## src/rtl/dcache_refill_ctrl_pkg.sv

```systemverilog
`default_nettype none
// +------------------------------------------------------------------+
// | dcache_refill_ctrl_pkg : geometry and state encoding for the miss  |
// | sequencer.                                    Revision: 1.0        |
// +------------------------------------------------------------------+
package dcache_refill_ctrl_pkg;
  localparam int LOG_H  = 8;
  localparam int LOG_N  = 1;
  localparam int LOG_W  = 2;
  localparam int W      = 1 << LOG_W;
  localparam int LINE_W = W * 32;

  typedef enum logic [2:0] {
    ST_IDLE    = 3'd0,
    ST_WB_ADDR = 3'd1,
    ST_WB_DATA = 3'd2,
    ST_WB_RESP = 3'd3,
    ST_RD_ADDR = 3'd4,
    ST_RD_DATA = 3'd5,
    ST_DONE    = 3'd6
  } state_t;
endpackage
`default_nettype wire

```

## src/rtl/dcache_refill_ctrl_if.sv

```systemverilog
`default_nettype none
// +------------------------------------------------------------------+
// | dcache_refill_ctrl_if : miss request, data RAM and bus bridge      |
// | signals of the refill sequencer.              Revision: 1.0        |
// +------------------------------------------------------------------+
interface dcache_refill_ctrl_if;
  import dcache_refill_ctrl_pkg::*;

  logic              miss_valid;
  logic              miss_ready;
  logic [LOG_H-1:0]  miss_index;
  logic [LOG_N-1:0]  miss_way;
  logic              miss_dirty;
  logic [31:0]       miss_wb_addr;
  logic [31:0]       miss_rf_addr;
  logic              done;
  logic              busy;
  logic              ram_we;
  logic [LOG_H-1:0]  ram_index;
  logic [LOG_N-1:0]  ram_way;
  logic [LOG_W-1:0]  ram_offset;
  logic [31:0]       ram_din;
  logic [LINE_W-1:0] ram_line;
  logic              rd_req;
  logic              rd_ready;
  logic [31:0]       rd_addr;
  logic              rd_valid;
  logic [31:0]       rd_data;
  logic              rd_last;
  logic              wr_req;
  logic              wr_ready;
  logic [31:0]       wr_addr;
  logic              wr_dvalid;
  logic              wr_dready;
  logic [31:0]       wr_data;
  logic              wr_last;
  logic              wr_bvalid;

  modport master (
    input  miss_valid, miss_index, miss_way, miss_dirty, miss_wb_addr, miss_rf_addr,
    input  ram_line, rd_ready, rd_valid, rd_data, rd_last, wr_ready, wr_dready, wr_bvalid,
    output miss_ready, done, busy, ram_we, ram_index, ram_way, ram_offset, ram_din,
    output rd_req, rd_addr, wr_req, wr_addr, wr_dvalid, wr_data, wr_last
  );

  modport slave (
    output miss_valid, miss_index, miss_way, miss_dirty, miss_wb_addr, miss_rf_addr,
    output ram_line, rd_ready, rd_valid, rd_data, rd_last, wr_ready, wr_dready, wr_bvalid,
    input  miss_ready, done, busy, ram_we, ram_index, ram_way, ram_offset, ram_din,
    input  rd_req, rd_addr, wr_req, wr_addr, wr_dvalid, wr_data, wr_last
  );
endinterface
`default_nettype wire

```

## src/rtl/dcache_refill_ctrl_beat_cnt.sv

```systemverilog
`default_nettype none
// +------------------------------------------------------------------+
// | dcache_refill_ctrl_beat_cnt : word beat counter, wraps after W-1.  |
// |                                               Revision: 1.0        |
// +------------------------------------------------------------------+
module dcache_refill_ctrl_beat_cnt
  import dcache_refill_ctrl_pkg::*;
(
  input  wire logic             clk,
  input  wire logic             resetn,
  input  wire logic             clr,
  input  wire logic             inc,
  output logic      [LOG_W-1:0] cnt,
  output logic                  last
);
  logic [LOG_W-1:0] r_cnt;

  always_ff @(posedge clk) begin
    if (!resetn || clr) begin
      r_cnt <= '0;
    end else if (inc) begin
      r_cnt <= r_cnt + LOG_W'(1);
    end
  end

  assign cnt  = r_cnt;
  assign last = (r_cnt == LOG_W'(W - 1));
endmodule
`default_nettype wire

```

## src/rtl/dcache_refill_ctrl.sv

```systemverilog
`default_nettype none
// +------------------------------------------------------------------+
// | dcache_refill_ctrl : single-miss sequencer -- optional victim      |
// | writeback, then W-beat refill into the data RAM. Revision: 1.0     |
// +------------------------------------------------------------------+
module dcache_refill_ctrl
  import dcache_refill_ctrl_pkg::*;
(
  input wire logic       clk,
  input wire logic       resetn,
  dcache_refill_ctrl_if.master bus
);
  state_t              r_state;
  logic                r_miss_ready;
  logic                r_done;
  logic                r_busy;
  logic                r_rd_req;
  logic [31:0]         r_rd_addr;
  logic                r_wr_req;
  logic [31:0]         r_wr_addr;
  logic                r_wr_dvalid;
  logic [LOG_H-1:0]    r_index;
  logic [LOG_N-1:0]    r_way;
  logic [31:0]         r_rf_addr;
  logic [LINE_W-1:0]   r_line;

  logic [LOG_W-1:0]    w_cnt;
  logic                w_cnt_last;
  logic                w_wr_beat;
  logic                w_rd_beat;
  logic                w_ram_we;
  logic                w_adv;

  assign w_wr_beat = (r_state == ST_WB_DATA) && r_wr_dvalid && bus.wr_dready;
  assign w_rd_beat = (r_state == ST_RD_DATA) && bus.rd_valid;

  // w_adv is high exactly in cycles where the state register changes.
  always_comb begin
    w_adv = 1'b0;
    case (r_state)
      ST_IDLE:    w_adv = bus.miss_valid && r_miss_ready;
      ST_WB_ADDR: w_adv = bus.wr_ready;
      ST_WB_DATA: w_adv = w_wr_beat && w_cnt_last;
      ST_WB_RESP: w_adv = bus.wr_bvalid;
      ST_RD_ADDR: w_adv = bus.rd_ready;
      ST_RD_DATA: w_adv = w_rd_beat && w_cnt_last;
      default:    w_adv = 1'b1;
    endcase
  end

  dcache_refill_ctrl_beat_cnt u_beat_cnt (
    .clk    (clk),
    .resetn (resetn),
    .clr    (w_adv),
    .inc    (w_wr_beat || w_rd_beat),
    .cnt    (w_cnt),
    .last   (w_cnt_last)
  );

  always_ff @(posedge clk) begin
    if (!resetn) begin
      r_state      <= ST_IDLE;
      r_miss_ready <= 1'b1;
      r_done       <= 1'b0;
      r_busy       <= 1'b0;
      r_rd_req     <= 1'b0;
      r_rd_addr    <= '0;
      r_wr_req     <= 1'b0;
      r_wr_addr    <= '0;
      r_wr_dvalid  <= 1'b0;
      r_index      <= '0;
      r_way        <= '0;
      r_rf_addr    <= '0;
      r_line       <= '0;
    end else begin
      r_done <= 1'b0;
      case (r_state)
        ST_IDLE: if (w_adv) begin
          r_miss_ready <= 1'b0;
          r_busy       <= 1'b1;
          r_index      <= bus.miss_index;
          r_way        <= bus.miss_way;
          r_rf_addr    <= bus.miss_rf_addr;
          r_line       <= bus.ram_line;   // RAM is addressed by miss_* this cycle
          if (bus.miss_dirty) begin
            r_state   <= ST_WB_ADDR;
            r_wr_req  <= 1'b1;
            r_wr_addr <= bus.miss_wb_addr;
          end else begin
            r_state   <= ST_RD_ADDR;
            r_rd_req  <= 1'b1;
            r_rd_addr <= bus.miss_rf_addr;
          end
        end
        ST_WB_ADDR: if (w_adv) begin
          r_state     <= ST_WB_DATA;
          r_wr_req    <= 1'b0;
          r_wr_dvalid <= 1'b1;
        end
        ST_WB_DATA: if (w_adv) begin
          r_state     <= ST_WB_RESP;
          r_wr_dvalid <= 1'b0;
        end
        ST_WB_RESP: if (w_adv) begin
          r_state   <= ST_RD_ADDR;
          r_rd_req  <= 1'b1;
          r_rd_addr <= r_rf_addr;
        end
        ST_RD_ADDR: if (w_adv) begin
          r_state  <= ST_RD_DATA;
          r_rd_req <= 1'b0;
        end
        ST_RD_DATA: if (w_adv) begin
          r_state <= ST_DONE;
          r_done  <= 1'b1;
        end
        ST_DONE: begin
          r_state      <= ST_IDLE;
          r_miss_ready <= 1'b1;
          r_busy       <= 1'b0;
        end
        default: begin
          r_state      <= ST_IDLE;
          r_miss_ready <= 1'b1;
          r_busy       <= 1'b0;
          r_rd_req     <= 1'b0;
          r_wr_req     <= 1'b0;
          r_wr_dvalid  <= 1'b0;
        end
      endcase
    end
  end

  // Gated by resetn so an aborting reset cycle cannot commit a stray beat.
  assign w_ram_we       = resetn && w_rd_beat;

  assign bus.miss_ready = r_miss_ready;
  assign bus.done       = r_done;
  assign bus.busy       = r_busy;
  assign bus.ram_we     = w_ram_we;
  assign bus.ram_index  = (r_state == ST_IDLE) ? bus.miss_index : r_index;
  assign bus.ram_way    = (r_state == ST_IDLE) ? bus.miss_way : r_way;
  assign bus.ram_offset = w_cnt;
  assign bus.ram_din    = w_ram_we ? bus.rd_data : 32'd0;
  assign bus.rd_req     = r_rd_req;
  assign bus.rd_addr    = r_rd_addr;
  assign bus.wr_req     = r_wr_req;
  assign bus.wr_addr    = r_wr_addr;
  assign bus.wr_dvalid  = r_wr_dvalid;
  assign bus.wr_data    = r_line[int'(w_cnt) * 32 +: 32];
  assign bus.wr_last    = r_wr_dvalid && w_cnt_last;

  a_rd_last: assert property (@(posedge clk) disable iff (!resetn)
    w_rd_beat |-> (bus.rd_last == w_cnt_last));
endmodule
`default_nettype wire
```

## src/flat_wrapper.sv

```systemverilog
// flat-port wrapper written by rule: the top's interface ports become plain ports
module dcache_refill_ctrl_flat import dcache_refill_ctrl_pkg::*;
  (clk, resetn, bus_miss_valid, bus_miss_index, bus_miss_way, bus_miss_dirty, bus_miss_wb_addr, bus_miss_rf_addr, bus_ram_line, bus_rd_ready, bus_rd_valid, bus_rd_data, bus_rd_last, bus_wr_ready, bus_wr_dready, bus_wr_bvalid, bus_miss_ready, bus_done, bus_busy, bus_ram_we, bus_ram_index, bus_ram_way, bus_ram_offset, bus_ram_din, bus_rd_req, bus_rd_addr, bus_wr_req, bus_wr_addr, bus_wr_dvalid, bus_wr_data, bus_wr_last);
  dcache_refill_ctrl_if bus_i ();
  input wire logic clk;
  input wire logic resetn;
  input wire logic [$bits(bus_i.miss_valid)-1:0] bus_miss_valid;
  input wire logic [$bits(bus_i.miss_index)-1:0] bus_miss_index;
  input wire logic [$bits(bus_i.miss_way)-1:0] bus_miss_way;
  input wire logic [$bits(bus_i.miss_dirty)-1:0] bus_miss_dirty;
  input wire logic [$bits(bus_i.miss_wb_addr)-1:0] bus_miss_wb_addr;
  input wire logic [$bits(bus_i.miss_rf_addr)-1:0] bus_miss_rf_addr;
  input wire logic [$bits(bus_i.ram_line)-1:0] bus_ram_line;
  input wire logic [$bits(bus_i.rd_ready)-1:0] bus_rd_ready;
  input wire logic [$bits(bus_i.rd_valid)-1:0] bus_rd_valid;
  input wire logic [$bits(bus_i.rd_data)-1:0] bus_rd_data;
  input wire logic [$bits(bus_i.rd_last)-1:0] bus_rd_last;
  input wire logic [$bits(bus_i.wr_ready)-1:0] bus_wr_ready;
  input wire logic [$bits(bus_i.wr_dready)-1:0] bus_wr_dready;
  input wire logic [$bits(bus_i.wr_bvalid)-1:0] bus_wr_bvalid;
  output wire logic [$bits(bus_i.miss_ready)-1:0] bus_miss_ready;
  output wire logic [$bits(bus_i.done)-1:0] bus_done;
  output wire logic [$bits(bus_i.busy)-1:0] bus_busy;
  output wire logic [$bits(bus_i.ram_we)-1:0] bus_ram_we;
  output wire logic [$bits(bus_i.ram_index)-1:0] bus_ram_index;
  output wire logic [$bits(bus_i.ram_way)-1:0] bus_ram_way;
  output wire logic [$bits(bus_i.ram_offset)-1:0] bus_ram_offset;
  output wire logic [$bits(bus_i.ram_din)-1:0] bus_ram_din;
  output wire logic [$bits(bus_i.rd_req)-1:0] bus_rd_req;
  output wire logic [$bits(bus_i.rd_addr)-1:0] bus_rd_addr;
  output wire logic [$bits(bus_i.wr_req)-1:0] bus_wr_req;
  output wire logic [$bits(bus_i.wr_addr)-1:0] bus_wr_addr;
  output wire logic [$bits(bus_i.wr_dvalid)-1:0] bus_wr_dvalid;
  output wire logic [$bits(bus_i.wr_data)-1:0] bus_wr_data;
  output wire logic [$bits(bus_i.wr_last)-1:0] bus_wr_last;
  assign bus_i.miss_valid = bus_miss_valid;
  assign bus_i.miss_index = bus_miss_index;
  assign bus_i.miss_way = bus_miss_way;
  assign bus_i.miss_dirty = bus_miss_dirty;
  assign bus_i.miss_wb_addr = bus_miss_wb_addr;
  assign bus_i.miss_rf_addr = bus_miss_rf_addr;
  assign bus_i.ram_line = bus_ram_line;
  assign bus_i.rd_ready = bus_rd_ready;
  assign bus_i.rd_valid = bus_rd_valid;
  assign bus_i.rd_data = bus_rd_data;
  assign bus_i.rd_last = bus_rd_last;
  assign bus_i.wr_ready = bus_wr_ready;
  assign bus_i.wr_dready = bus_wr_dready;
  assign bus_i.wr_bvalid = bus_wr_bvalid;
  assign bus_miss_ready = bus_i.miss_ready;
  assign bus_done = bus_i.done;
  assign bus_busy = bus_i.busy;
  assign bus_ram_we = bus_i.ram_we;
  assign bus_ram_index = bus_i.ram_index;
  assign bus_ram_way = bus_i.ram_way;
  assign bus_ram_offset = bus_i.ram_offset;
  assign bus_ram_din = bus_i.ram_din;
  assign bus_rd_req = bus_i.rd_req;
  assign bus_rd_addr = bus_i.rd_addr;
  assign bus_wr_req = bus_i.wr_req;
  assign bus_wr_addr = bus_i.wr_addr;
  assign bus_wr_dvalid = bus_i.wr_dvalid;
  assign bus_wr_data = bus_i.wr_data;
  assign bus_wr_last = bus_i.wr_last;
  dcache_refill_ctrl u_core (.clk(clk), .resetn(resetn), .bus(bus_i));
endmodule
```

## config.mk

```make
export PLATFORM = sky130hd
export DESIGN_NAME = dcache_refill_ctrl_flat
export DESIGN_NICKNAME = d
export VERILOG_FILES = /design/src/rtl/dcache_refill_ctrl_pkg.sv /design/src/rtl/dcache_refill_ctrl_if.sv /design/src/rtl/dcache_refill_ctrl_beat_cnt.sv /design/src/rtl/dcache_refill_ctrl.sv /design/src/flat_wrapper.sv
export SDC_FILE = /design/constraint.sdc
export NUM_CORES = 1
export LEC_CHECK = 0
export CELL_PAD_IN_SITES_DETAIL_PLACEMENT = 0
export CELL_PAD_IN_SITES_GLOBAL_PLACEMENT = 1
export CORE_UTILIZATION = 34
export DETAILED_ROUTE_END_ITERATION = 6
export PLACE_DENSITY_LB_ADDON = 0.25
export SLEW_MARGIN = 25
export SYNTH_ARGS = -nofsm -noshare
export SYNTH_HDL_FRONTEND = slang
export SYNTH_SLANG_ARGS = --single-unit
```

## constraint.sdc

```tcl
create_clock -name clk -period 2.7 [get_ports clk]
set_input_delay 0.405 -clock clk [delete_from_list [all_inputs] [get_ports clk]]
set_output_delay 0.405 -clock clk [all_outputs]
set_load 0.01 [all_outputs]
```

==> metrics.cfg <==
[layout]
layout_commonest_cell = nand2_1
final_nets = 1842
multi_input_area_sq_um = 6060
layout_common_cells = nand2_1, clkdlybuf4s50_1, dfxtp_1
final_core_util_pct = 51.06
area_delta_synth_final_pct = 46.08
num-fill-cells = 3158
seqCellArea_sq_um = 4890
drive_gt1_share_pct = 9.789

[pwr]
switching_share_pct = 34.27
power_density_nw_per_um2 = 996.6
internal_power_mw = 10.99
p_leak_nw = 7.283
irDropWorstVdd_mv = 1.056
pwr-share-clk_pct = 23.5
p_seq_share_pct = 32.8
net-switching-power_mw = 5.731
combPwrFrac_pct = 43.8

[timing]
final.setup.tns_ps = 0
worstMarginPinSlew_ps = 744.1
period_minus_slack_ps = 2616
maxSlewViolCount = 0
max_freq_mhz = 382.2
finalSetupViolCount = 0
hold_violations = 0
max_slew_margin_pct = 50.39
rsz0062_at_grt = false
clock_skew_ps = 15.22
fin_crit_sh_pct = 96.90

[global_routing]
antenna_found_initial = 5
grt_pass1_vias = 9321
grt_start_max_net_pins = 178
grt_pass1_wl_mm = 51.95
track_usage_pct = 19.37
grt_overflow_total = 0

[synth]
synth-simple-area-share_pct = 19.76
synth-adder-area-share_pct = 0.6535
yosysUniqueCellTypes = 40
synth_fp_nets = 1493
muxShareOfSynthArea_pct = 30.15
yosysTopAreaCell = dfxtp_1
synth_top_area_share_pct = 42.52
synth.area.top_cells = dfxtp_1, mux2i_1, nand2_1
synth_seq_cells = 244
syn_area_sq_um = 11490
yosysSeqAreaShare_pct = 42.52
yosys.area_share.xor_xnor_pct = 0.07624
synth_top_family_by_area = multiplexers
synth_compound_area_share_pct = 1.764
avgSynthCellArea_sq_um = 9.235
syn_inst = 1244
yosysWarningCount = 0

[min_path]
hp-start = bus_ram_line[122]
min_path_cells = 3
hold-path-endpoint = u_core.r_line[122]
holdCritPathClass = input port to flop

[critical_path]
critPathKind = flop to output pin
endpoint_kind = output pin
critical_path.max_stage_delay_ps = 520
reg2regPathDepth = 8
r2r_slack_ps = 390
required_ps = 2300
cp_cell_sequence = buf_16, mux4_2, clkdlybuf4s50_1
arrival_ps = 2210
start_kind = flop
crit_fanout = 16
startpoint = u_core.u_beat_cnt.cnt[0]
r2r_start = u_core.r_state[1]
slowest_stage = mux4_2
r2r-end = u_core.r_rf_addr[5]

[placement]
gp_congestion = 0.7811
post-dp-hpwl_mm = 23.85
port_buffers = 388

[cts]
worstSkewPairLatency_ps = 550
cts_sinks = 244
cts_buffers = 29
clk_pin_slew_worst_paths_ps = 60
h-tree-depth = 1
clock_path_buffers = 3
root_buffer = clkbuf_16
tritoncts = done

[route]
vias_per_cell = 4.627
postRouteAntennaNets = 0
drt_iter0_drc = 390
wl_per_cell_um = 16.67
routed-via-count = 9532
drc = 0
drt_wl_total_mm = 34.35
dr.pass1.iters = 4

[die]
die_y_um = 185.8
initial_core_util_pct = 34.96
die_area_sq_um = 34530
io_pins = 390
die_w_um = 185.8
num_rows = 66
core_sq_um = 32870

[run]
max-cap-violations = 0

[run_status]
status = completed

## cells by family after synthesis
kind of cell,Yosys count
AOI/OAI and AO/OA,24
adders and majority gates,6
xor gates and xnor gates,1
DFF,244
and+or+nand+nor,565
buffers and inverters,102
muxes,302
## sequential cells by signal, indices dropped and copies added (netlist names)
register / flops
u_core.r_line: 128
u_core.bus.rd_addr: 32
u_core.bus.wr_addr: 32
u_core.r_rf_addr: 32
u_core.r_index: 8
u_core.r_state: 3
u_core.u_beat_cnt.cnt: 2
u_core.bus.busy: 1
u_core.bus.done: 1
u_core.bus.miss_ready: 1
u_core.bus.rd_req: 1
u_core.bus.wr_dvalid: 1
u_core.bus.wr_req: 1
u_core.r_way: 1
## metal layers
layer / global-route usage, % / vias up / routed length [um]
li1: - / 4820 / -
met1: 21.04 / 4384 / 13450
met2: 35.36 / 282 / 16960
met3: 6.652 / 44 / 3161
met4: 5.377 / 2 / 761
met5: 0 / - / 12
## critical path, delay by kind of cell (launching register included)
| family | cells | cell delay (ps) |
|---|---|---|
| buffers and inverters | 2 | 690 |
| muxes | 1 | 520 |
| DFF | 1 | 420 |
## Yosys cell counts (all sizes together)
cell,number
a2111oi,1
a21o,1
a21oi,4
a22oi,2
and2,33
and3,1
and4,2
and4b,1
buf,36
clkbuf,63
dfxtp,244
ha,6
inv,3
mux2,32
mux2i,238
mux4,32
nand2,502
nand2b,5
nand3,3
nand3b,1
nor2,4
nor2b,4
nor3,8
o211ai,2
o21a,2
o21ai,6
o21ba,1
o221a,1
o221ai,1
o311ai,1
o31a,2
or2,1
xnor2,1
## power groups by stage
stage | Combinational [mW] | Clock (mW) | Sequential, mW
floorplan | 5.21 | 0 | 5.48
global placement | 7.34 | 0 | 5.51
detailed placement | 7.41 | 0 | 5.54
CTS | 7.47 | 4.04 | 5.48
global route | 7.88 | 4.19 | 5.63
finish | 7.32 | 3.92 | 5.48
## final cells by class
cell class	count	area share [%]
diodes	4	0.05964
clock buffers	46	5.182
clock inverters	6	0.4995
inverters	3	0.06710
multi-input cells	898	36.11
flip-flops and latches	244	29.14
well taps	442	3.295
repair buffers	417	25.65
## repair_timing
| action | in CTS | in global routing |
|---|---|---|
| buffers inserted | 3 | 3 |
| setup endpoints to repair | 73 | 42 |
| gates cloned | 2 | 0 |
| hold buffers | 0 | 0 |
| resized for setup | 38 | 39 |
## how the worst max path moves through the flow
stage	endpoint	slack (ps)	cells after the start
after floorplan	bus_wr_data[10]	740	3
after global placement	bus_ram_din[13]	310	5
after detailed placement	bus_ram_din[13]	290	5
after CTS	bus_wr_data[22]	6	3
after global routing	bus_wr_data[14]	0.7	3
final	bus_wr_data[17]	80	3
## metrics by stage
stage	worst slack, ps	hold WS, ps	total power, mW	cells	cell area (sq um)
2_1_floorplan	740.2	431.5	10.69	1244	11490
3_3_place_gp	314.6	438.4	12.85	1996	15680
3_5_place_dp	287.4	445.7	12.95	1996	15680
4_1_cts	6.275	378.2	16.99	2053	16680
5_1_grt	0.7303	401.0	17.71	2059	16780
6_report	83.82	406.2	16.73	2060	16780
No activity file was read; power rests on OpenSTA's default activity.
